**src/rtl/gshare_direction_predictor_pkg.sv**
```systemverilog
// Shared types and helpers for the gshare direction predictor.
package gshare_direction_predictor_pkg;

  // Table-clear FSM: INIT sweeps the PHT once, RUN is normal operation.
  typedef enum logic {
    ST_INIT = 1'b0,
    ST_RUN  = 1'b1
  } init_state_e;

  // Weakly-not-taken counter value for a counter of ctr_w bits (ctr_w <= 4).
  function automatic logic [3:0] weak_not_taken(input int ctr_w);
    return 4'((1 << (ctr_w - 1)) - 1);
  endfunction

endpackage

```
**src/rtl/gshare_direction_predictor_if.sv**
```systemverilog
// Fetch/branch-unit signal bundle for the gshare predictor, plus debug taps.
//
// Handshake semantics: there is no backpressure. fetch_req, fetch_id_assigned
// and br_valid are single-cycle valid strobes; each qualifies its companion
// fields in the same cycle only and the predictor always accepts them.
interface gshare_direction_predictor_if #(
  parameter int PHT_ADDR_W = 10,
  parameter int HIST_W     = 8,
  parameter int CTR_W      = 2,
  parameter int ID_W       = 3
);
  import gshare_direction_predictor_pkg::*;

  logic                  fetch_req;
  logic [31:0]           fetch_pc;
  logic                  fetch_id_assigned;
  logic [ID_W-1:0]       fetch_id;
  logic                  fetch_is_branch;
  logic                  predict_taken;
  logic                  predict_valid;
  logic                  init_busy;
  logic                  br_valid;
  logic [ID_W-1:0]       br_id;
  logic                  br_is_branch;
  logic                  br_taken;
  logic                  br_mispredict;
  init_state_e           dbg_state;
  logic [HIST_W-1:0]     dbg_ghr;
  logic [PHT_ADDR_W-1:0] dbg_init_ctr;
  logic [CTR_W-1:0]      dbg_ctr;

  modport master (
    output fetch_req, fetch_pc, fetch_id_assigned, fetch_id, fetch_is_branch,
    output br_valid, br_id, br_is_branch, br_taken, br_mispredict,
    input  predict_taken, predict_valid, init_busy,
    input  dbg_state, dbg_ghr, dbg_init_ctr, dbg_ctr
  );

  modport slave (
    input  fetch_req, fetch_pc, fetch_id_assigned, fetch_id, fetch_is_branch,
    input  br_valid, br_id, br_is_branch, br_taken, br_mispredict,
    output predict_taken, predict_valid, init_busy,
    output dbg_state, dbg_ghr, dbg_init_ctr, dbg_ctr
  );

endinterface

```
**src/rtl/gshare_direction_predictor_sat_counter_next.sv**
```systemverilog
// Next value of a saturating up/down counter: no wrap at either end.
module gshare_direction_predictor_sat_counter_next #(
  parameter int CTR_W = 2
) (
  input  logic [CTR_W-1:0] ctr,
  input  logic             taken,
  output logic [CTR_W-1:0] ctr_next
);

  localparam logic [CTR_W-1:0] CTR_MAX = '1;

  // Step toward taken/not-taken, holding at the extremes.
  always_comb begin
    ctr_next = ctr;
    if (taken) begin
      if (ctr != CTR_MAX) ctr_next = ctr + 1'b1;
    end else begin
      if (ctr != '0) ctr_next = ctr - 1'b1;
    end
  end

endmodule

```
**src/rtl/gshare_direction_predictor.sv**
```systemverilog
// gshare direction predictor: PHT indexed by PC xor global history, with
// per-ID checkpoints of {index, counter, history} for update and repair.
module gshare_direction_predictor
  import gshare_direction_predictor_pkg::*;
#(
  parameter int PHT_ADDR_W = 10,
  parameter int HIST_W     = 8,
  parameter int CTR_W      = 2,
  parameter int ID_W       = 3
) (
  input logic clk,
  input logic rst,
  gshare_direction_predictor_if.slave bus
);

  localparam int PHT_DEPTH  = 1 << PHT_ADDR_W;
  localparam int CKPT_DEPTH = 1 << ID_W;
  localparam logic [PHT_ADDR_W-1:0] INIT_LAST = '1;
  localparam logic [CTR_W-1:0] CTR_WNT = CTR_W'(weak_not_taken(CTR_W));

  typedef struct packed {
    logic [PHT_ADDR_W-1:0] idx;
    logic [CTR_W-1:0]      ctr;
    logic [HIST_W-1:0]     ghr;
  } ckpt_t;

  init_state_e           state_q, state_d;
  logic [PHT_ADDR_W-1:0] init_ctr_q;
  logic                  busy, pred_valid, init_we;

  logic [HIST_W-1:0]     ghr_q, ghr_d;
  logic [PHT_ADDR_W-1:0] ghr_ext, fetch_idx, idx_q;
  logic [CTR_W-1:0]      ctr_q;
  logic                  pred_taken;

  logic [CTR_W-1:0]      pht_mem [PHT_DEPTH];
  ckpt_t                 ckpt_mem [CKPT_DEPTH];
  ckpt_t                 ckpt_rd, ckpt_wr;

  logic [CTR_W-1:0]      ctr_upd;
  logic                  upd_we, pht_we;
  logic [PHT_ADDR_W-1:0] pht_waddr;
  logic [CTR_W-1:0]      pht_wdata;
  logic                  spec_shift, repair;
  logic                  unused_pc_bits;

  // Shift one outcome into the low end of a history value.
  function automatic logic [HIST_W-1:0] shift_in(input logic [HIST_W-1:0] h,
                                                 input logic b);
    logic [HIST_W:0] t;
    t = {h, b};
    return t[HIST_W-1:0];
  endfunction

  // FSM state register; reset restarts the table clear.
  always_ff @(posedge clk or negedge rst) begin
    if (!rst) state_q <= ST_INIT;
    else      state_q <= state_d;
  end

  // FSM next state: leave INIT once the last entry has been written.
  always_comb begin
    state_d = state_q;
    if (state_q == ST_INIT && init_ctr_q == INIT_LAST) state_d = ST_RUN;
  end

  // FSM outputs.
  always_comb begin
    busy       = (state_q == ST_INIT);
    pred_valid = (state_q == ST_RUN);
    init_we    = busy;
  end

  // Clear pointer walks the whole PHT while in INIT.
  always_ff @(posedge clk or negedge rst) begin
    if (!rst)         init_ctr_q <= '0;
    else if (busy)    init_ctr_q <= init_ctr_q + 1'b1;
  end

  // Fetch index: PC word bits xor zero-extended history of this cycle.
  always_comb begin
    ghr_ext                = '0;
    ghr_ext[HIST_W-1:0]    = ghr_q;
    fetch_idx              = bus.fetch_pc[PHT_ADDR_W+1:2] ^ ghr_ext;
  end

  assign unused_pc_bits = ^{bus.fetch_pc[31:PHT_ADDR_W+2], bus.fetch_pc[1:0]};

  // Synchronous PHT read; index and counter are held until the next fetch.
  always_ff @(posedge clk or negedge rst) begin
    if (!rst) begin
      idx_q <= '0;
      ctr_q <= '0;
    end else if (bus.fetch_req) begin
      idx_q <= fetch_idx;
      ctr_q <= pht_mem[fetch_idx];
    end
  end

  assign pred_taken = ctr_q[CTR_W-1] & pred_valid;

  // Resolution path: asynchronous checkpoint read and saturating update.
  assign ckpt_rd = ckpt_mem[bus.br_id];

  gshare_direction_predictor_sat_counter_next #(.CTR_W(CTR_W)) u_sat (
    .ctr      (ckpt_rd.ctr),
    .taken    (bus.br_taken),
    .ctr_next (ctr_upd)
  );

  assign upd_we = bus.br_valid & bus.br_is_branch & ~busy & (ctr_upd != ckpt_rd.ctr);

  // Single PHT write port: the clear sweep owns it during INIT.
  always_comb begin
    pht_we    = upd_we;
    pht_waddr = ckpt_rd.idx;
    pht_wdata = ctr_upd;
    if (init_we) begin
      pht_we    = 1'b1;
      pht_waddr = init_ctr_q;
      pht_wdata = CTR_WNT;
    end
  end

  // PHT storage (not reset; cleared by the INIT sweep).
  always_ff @(posedge clk) begin
    if (pht_we) pht_mem[pht_waddr] <= pht_wdata;
  end

  assign ckpt_wr = '{idx: idx_q, ctr: ctr_q, ghr: ghr_q};

  // Checkpoint storage, overwritten whenever an ID is reallocated.
  always_ff @(posedge clk) begin
    if (bus.fetch_id_assigned) ckpt_mem[bus.fetch_id] <= ckpt_wr;
  end

  // History next value: repair wins over a speculative shift.
  always_comb begin
    repair     = bus.br_valid & bus.br_mispredict & pred_valid;
    spec_shift = bus.fetch_id_assigned & bus.fetch_is_branch & pred_valid;
    ghr_d      = ghr_q;
    if (repair) begin
      ghr_d = bus.br_is_branch ? shift_in(ckpt_rd.ghr, bus.br_taken) : ckpt_rd.ghr;
    end else if (spec_shift) begin
      ghr_d = shift_in(ghr_q, pred_taken);
    end
  end

  // History register.
  always_ff @(posedge clk or negedge rst) begin
    if (!rst) ghr_q <= '0;
    else      ghr_q <= ghr_d;
  end

  assign bus.predict_taken = pred_taken;
  assign bus.predict_valid = pred_valid;
  assign bus.init_busy     = busy;
  assign bus.dbg_state     = state_q;
  assign bus.dbg_ghr       = ghr_q;
  assign bus.dbg_init_ctr  = init_ctr_q;
  assign bus.dbg_ctr       = ctr_q;

endmodule
```
**src/flat_wrapper.sv**
```systemverilog
// flat-port wrapper written by rule: the top's interface ports become plain ports
module gshare_direction_predictor_flat import gshare_direction_predictor_pkg::*;
#(
  parameter int PHT_ADDR_W = 10,
  parameter int HIST_W     = 8,
  parameter int CTR_W      = 2,
  parameter int ID_W       = 3
)
  (clk, rst, bus_fetch_req, bus_fetch_pc, bus_fetch_id_assigned, bus_fetch_id, bus_fetch_is_branch, bus_br_valid, bus_br_id, bus_br_is_branch, bus_br_taken, bus_br_mispredict, bus_predict_taken, bus_predict_valid, bus_init_busy, bus_dbg_state, bus_dbg_ghr, bus_dbg_init_ctr, bus_dbg_ctr);
  gshare_direction_predictor_if #(.PHT_ADDR_W(PHT_ADDR_W), .HIST_W(HIST_W), .CTR_W(CTR_W), .ID_W(ID_W)) bus_i ();
  input logic clk;
  input logic rst;
  input wire logic [$bits(bus_i.fetch_req)-1:0] bus_fetch_req;
  input wire logic [$bits(bus_i.fetch_pc)-1:0] bus_fetch_pc;
  input wire logic [$bits(bus_i.fetch_id_assigned)-1:0] bus_fetch_id_assigned;
  input wire logic [$bits(bus_i.fetch_id)-1:0] bus_fetch_id;
  input wire logic [$bits(bus_i.fetch_is_branch)-1:0] bus_fetch_is_branch;
  input wire logic [$bits(bus_i.br_valid)-1:0] bus_br_valid;
  input wire logic [$bits(bus_i.br_id)-1:0] bus_br_id;
  input wire logic [$bits(bus_i.br_is_branch)-1:0] bus_br_is_branch;
  input wire logic [$bits(bus_i.br_taken)-1:0] bus_br_taken;
  input wire logic [$bits(bus_i.br_mispredict)-1:0] bus_br_mispredict;
  output wire logic [$bits(bus_i.predict_taken)-1:0] bus_predict_taken;
  output wire logic [$bits(bus_i.predict_valid)-1:0] bus_predict_valid;
  output wire logic [$bits(bus_i.init_busy)-1:0] bus_init_busy;
  output wire logic [$bits(bus_i.dbg_state)-1:0] bus_dbg_state;
  output wire logic [$bits(bus_i.dbg_ghr)-1:0] bus_dbg_ghr;
  output wire logic [$bits(bus_i.dbg_init_ctr)-1:0] bus_dbg_init_ctr;
  output wire logic [$bits(bus_i.dbg_ctr)-1:0] bus_dbg_ctr;
  assign bus_i.fetch_req = bus_fetch_req;
  assign bus_i.fetch_pc = bus_fetch_pc;
  assign bus_i.fetch_id_assigned = bus_fetch_id_assigned;
  assign bus_i.fetch_id = bus_fetch_id;
  assign bus_i.fetch_is_branch = bus_fetch_is_branch;
  assign bus_i.br_valid = bus_br_valid;
  assign bus_i.br_id = bus_br_id;
  assign bus_i.br_is_branch = bus_br_is_branch;
  assign bus_i.br_taken = bus_br_taken;
  assign bus_i.br_mispredict = bus_br_mispredict;
  assign bus_predict_taken = bus_i.predict_taken;
  assign bus_predict_valid = bus_i.predict_valid;
  assign bus_init_busy = bus_i.init_busy;
  assign bus_dbg_state = bus_i.dbg_state;
  assign bus_dbg_ghr = bus_i.dbg_ghr;
  assign bus_dbg_init_ctr = bus_i.dbg_init_ctr;
  assign bus_dbg_ctr = bus_i.dbg_ctr;
  gshare_direction_predictor #(.PHT_ADDR_W(PHT_ADDR_W), .HIST_W(HIST_W), .CTR_W(CTR_W), .ID_W(ID_W)) u_core (.clk(clk), .rst(rst), .bus(bus_i));
endmodule
```
**config.mk**
```make
export PLATFORM = sky130hd
export DESIGN_NAME = gshare_direction_predictor_flat
export DESIGN_NICKNAME = d
export VERILOG_FILES = /design/src/rtl/gshare_direction_predictor_pkg.sv /design/src/rtl/gshare_direction_predictor_if.sv /design/src/rtl/gshare_direction_predictor_sat_counter_next.sv /design/src/rtl/gshare_direction_predictor.sv /design/src/flat_wrapper.sv
export SDC_FILE = /design/constraint.sdc
export NUM_CORES = 2
export LEC_CHECK = 0
export BUFFER_PORTS_ARGS = -buffer_cell sky130_fd_sc_hd__buf_2
export CELL_PAD_IN_SITES_DETAIL_PLACEMENT = 0
export CELL_PAD_IN_SITES_GLOBAL_PLACEMENT = 1
export CORE_UTILIZATION = 59
export CTS_CLUSTER_DIAMETER = 30
export CTS_CLUSTER_SIZE = 8
export DETAILED_ROUTE_END_ITERATION = 16
export PLACE_DENSITY = 0.82
export SYNTH_ARGS = -nofsm -noshare
export SYNTH_HDL_FRONTEND = slang
export SYNTH_SLANG_ARGS = --single-unit
```
**constraint.sdc**
```tcl
create_clock -name clk -period 148.3 [get_ports clk]
set_clock_uncertainty 0.05 [all_clocks]
set_input_delay 14.83 -clock clk [delete_from_list [all_inputs] [get_ports clk]]
set_output_delay 14.83 -clock clk [all_outputs]
set_load 0.02 [all_outputs]
```
==> results.md <==
* Hold_sp: u_core.bus.dbg_init_ctr[7]$_DFFE_PN0N_
* Clock sinks at 2239
* Fin crit period at 20.59 ns
* Peak Freq at approximately 0.049 GHz
* Int Power at approximately 1.3 mW
* WS Path Type: in2reg
* Avg Vias per Cell at about 6.6
* H-tree depth at 5
* Worst-Margin Slew at ~1.3 ns
* Most used DFF post-synth: edfxtp_1
* Congestion Overflow GR at 0
* Vias at 52880
* Share of cells above drive strength 1 at 0.2340
* Peak VDD IR at 0.01418 mV
* Area growth, synth to finish at 18.06%
* Final core occ at 0.7043
* Cts repair resizes at 0
* Number of synthesized flops with an enable pin at 2208
* Async set-reset flop share out of synthesis at 0.01385
* Maxcap violations at 0
* CP Max Fanout at 50
* Yosys cell types at 73
* Hold Path Stages at 1
* Post-CTS Setup Bufs at 0
* Core area at 152600 sq um
* Global-route wire length before repair at 357.3 mm
* CP arrival at about 21 ns
* Initial antenna violation count at 5
* Worst R2R Start: u_core.bus.dbg_ghr[0]$_DFFE_PN0P_
* Logic pwr share at 0.021
* Dpl ws at 126.82 ns
* Later-pin clock latency in the skew report at 0.98 ns
* Drc violations at 0
* Vias in the first global route at 54020
* Iteration-0 DRC Markers at 6832
* Root buffer cell: clkbuf_16
* Lkg Pwr at 34.64 nW
* Pins Over Slew Limit at 0
* CP endpoint kind: flop
* Reg-to-reg endpoint: u_core.bus.dbg_ctr[0]$_DFFE_PN0P_
* Post-synth top area share at 0.7283
* Commonest cells after routing, fill and taps aside: 2208 x edfxtp_1, 1110 x nor2_1, 471 x mux4_2, 445 x clkbuf_16, 338 x nand2_1
* Netlist Area Pre-Place at approximately 91000 sq um
* Total GRT Usage at 0.3185
* Syn Inst Count at 5367
* End of the worst hold path: u_core.bus.dbg_init_ctr[7]$_DFFE_PN0N_
* Drt pass-1 iters at 6
* Reg2Reg Depth at 14
* # setup viols final at 0
* Startpoint Class: input pin
* Seq/Total Area, Yosys at 0.7368
* CTS tree: built
* Hold WC Path Type: reg2reg
* DPL Wire Length at between 100 and 150 mm
* Hold-fix buffers, CTS at 0
* Reg power frac at 0.414
* Req. time, crit path at approximately 150 ns
* Setup TNS at 0 ns
* Sw Pwr at approximately 0.34 mW
* Die height at 394.8 microns
* Most common cell after layout, fill and taps aside: edfxtp_1
* Largest net degree at the start of global routing at 240
* Final ANT Viol Nets at 0
* Die ar. at approximately 160000 sq um
* CTS buffer count at 441
* Yosys top cell by area: edfxtp_1
* Final wirelength at 247.6 mm
* Wire per inst at 31.03 microns
* RSZ-0062 raised after global routing: no
* Max-slew headroom at 0.1071
* Synthesis-stage register bit count at between 2000 and 2500
* Synth Warn # at 0
* Port buffer count at 48
* Min setup slack post-route at 127.71 ns
* Post-Syn Nets at 5415
* Clock slew at reported path FFs at around 0.050 ns
* Status: finished clean
* Num rows at 143
* Clock power share at 0.565
* Synth area leaders: edfxtp_1 73%, mux4_2 12%, nor2_1 4.6%
* Final hold viol count at 0
* Sw Ratio at 0.2024
* PD cells at 15.51 nW/um^2
* Placer Congestion at ~0.86
* Avg Inst Size Synth at around 17 sq um
* R2R setup slack at 141.21 ns
* Boundary Pins at 71
* Die W at 394.8 microns
* Design Power at 1.667 mW
* Initial core utilization at 0.5965
* Final worst-path cycle share at 0.1389
* Clk buf depth at 4
* Final Net Count at 5670
logic make-up after synthesis:
group	count (synthesis)	share of synthesized area
adders and majority gates	1	0.0001374
DFF	2239	0.7368
AOI/OAI and AO/OA	369	0.02794
muxes	586	0.1323
and+or+nand+nor	1752	0.07791
buffers and inverters	395	0.02230
xor gates and xnor gates	25	0.002652
synth_stat cells (7+ instances only):
| library cell | number |
|---|---|
| dfrtp_1 | 31 |
| buf_6 | 18 |
| buf_4 | 46 |
| mux2_2 | 7 |
| o2111ai_1 | 8 |
| a31oi_1 | 17 |
| and3_1 | 8 |
| edfxtp_1 | 2208 |
| a211oi_1 | 8 |
| o211ai_1 | 10 |
| xor2_1 | 8 |
| a22o_1 | 8 |
| nand3_1 | 119 |
| clkbuf_1 | 149 |
| nor2_1 | 1124 |
| o21ai_0 | 24 |
| nand4_1 | 51 |
| nand2_1 | 364 |
| mux4_1 | 17 |
| a32oi_1 | 12 |
| a21oi_1 | 107 |
| xnor2_1 | 14 |
| nor3_1 | 30 |
| nor4_1 | 18 |
| o22ai_1 | 11 |
| mux4_2 | 471 |
| a22oi_1 | 94 |
| buf_1 | 18 |
| buf_2 | 157 |
| mux2i_1 | 91 |
| a221oi_1 | 26 |
power groups by stage:
stage | logic (mW) | clock network, mW | registers (mW)
2_1_floorplan | 0.0221 | 0 | 0.700
3_3_place_gp | 0.0346 | 0 | 0.701
3_5_place_dp | 0.0348 | 0 | 0.701
4_1_cts | 0.0350 | 0.946 | 0.690
5_1_grt | 0.0367 | 0.975 | 0.689
6_report | 0.0355 | 0.942 | 0.690
metrics by stage:
step	std cells	hold WS [ns]	area (sq um)
floorplan	5367	0.4861	91040
global placement	7209	0.4743	93400
detailed placement	7209	0.4708	93400
CTS	7978	0.4840	107500
global route	7978	0.5132	107500
finish	7980	0.4850	107500
layout make-up:
type                       count  area (sq um)
clock buffer                 516         11430
tap                         2030          2540
sequential                  2239         67080
inverter                       4         15.01
antenna                        2         5.005
multi-input combinational   2733         22300
timing repair buffer         203          1466
clock inverter               253          2649
fill                        9291         45140
state kept, by name, indices dropped and copies added, names as in the netlist:
name,count
u_core.bus.dbg_state,1
u_core.bus.dbg_init_ctr,10
u_core.idx_q,10
u_core.ckpt_mem,160
u_core.bus.dbg_ghr,8
u_core.bus.dbg_ctr,2
u_core.pht_mem,2048
critical path, stage by stage:
cell      delay (ns)
buf_2           0.18
xnor2_4         0.80
buf_4           0.61
buf_4           0.64
buf_4           0.72
buf_4           0.75
mux4_2          0.60
nor3_1          0.22
a31oi_1         0.09
o2111a_1        0.35
nor4_1          0.57
o21ai_0         0.30
o211ai_1        0.33
a32oi_1         0.21
metal layers:
layer | vias up | track usage | part of all wire | routed length (microns)
met5 | - | 0 | 0.00012 | 29
met4 | 4 | 0.1460 | 0.047 | 11550
met3 | 699 | 0.08031 | 0.12 | 28550
met2 | 3496 | 0.5025 | 0.48 | 118600
met1 | 27150 | 0.4217 | 0.36 | 88880
li1 | 21540 | - | - | -
worst max path at each step:
stage          slack, ns                           endpoint             from  cells after the start
2_1_floorplan      84.71     u_core.pht_mem[0][0]$_DFFE_PP_     bus_br_id[0]                      5
4_1_cts           127.70  u_core.bus.dbg_ctr[0]$_DFFE_PN0P_  bus_fetch_pc[2]                     14
3_3_place_gp      126.78  u_core.bus.dbg_ctr[1]$_DFFE_PN0P_  bus_fetch_pc[2]                     13
6_report          127.71  u_core.bus.dbg_ctr[0]$_DFFE_PN0P_  bus_fetch_pc[2]                     14
3_5_place_dp      126.82  u_core.bus.dbg_ctr[1]$_DFFE_PN0P_  bus_fetch_pc[2]                     13
5_1_grt           127.38  u_core.bus.dbg_ctr[1]$_DFFE_PN0P_  bus_fetch_pc[2]                     13
Power figures use the tool's default switching activity.
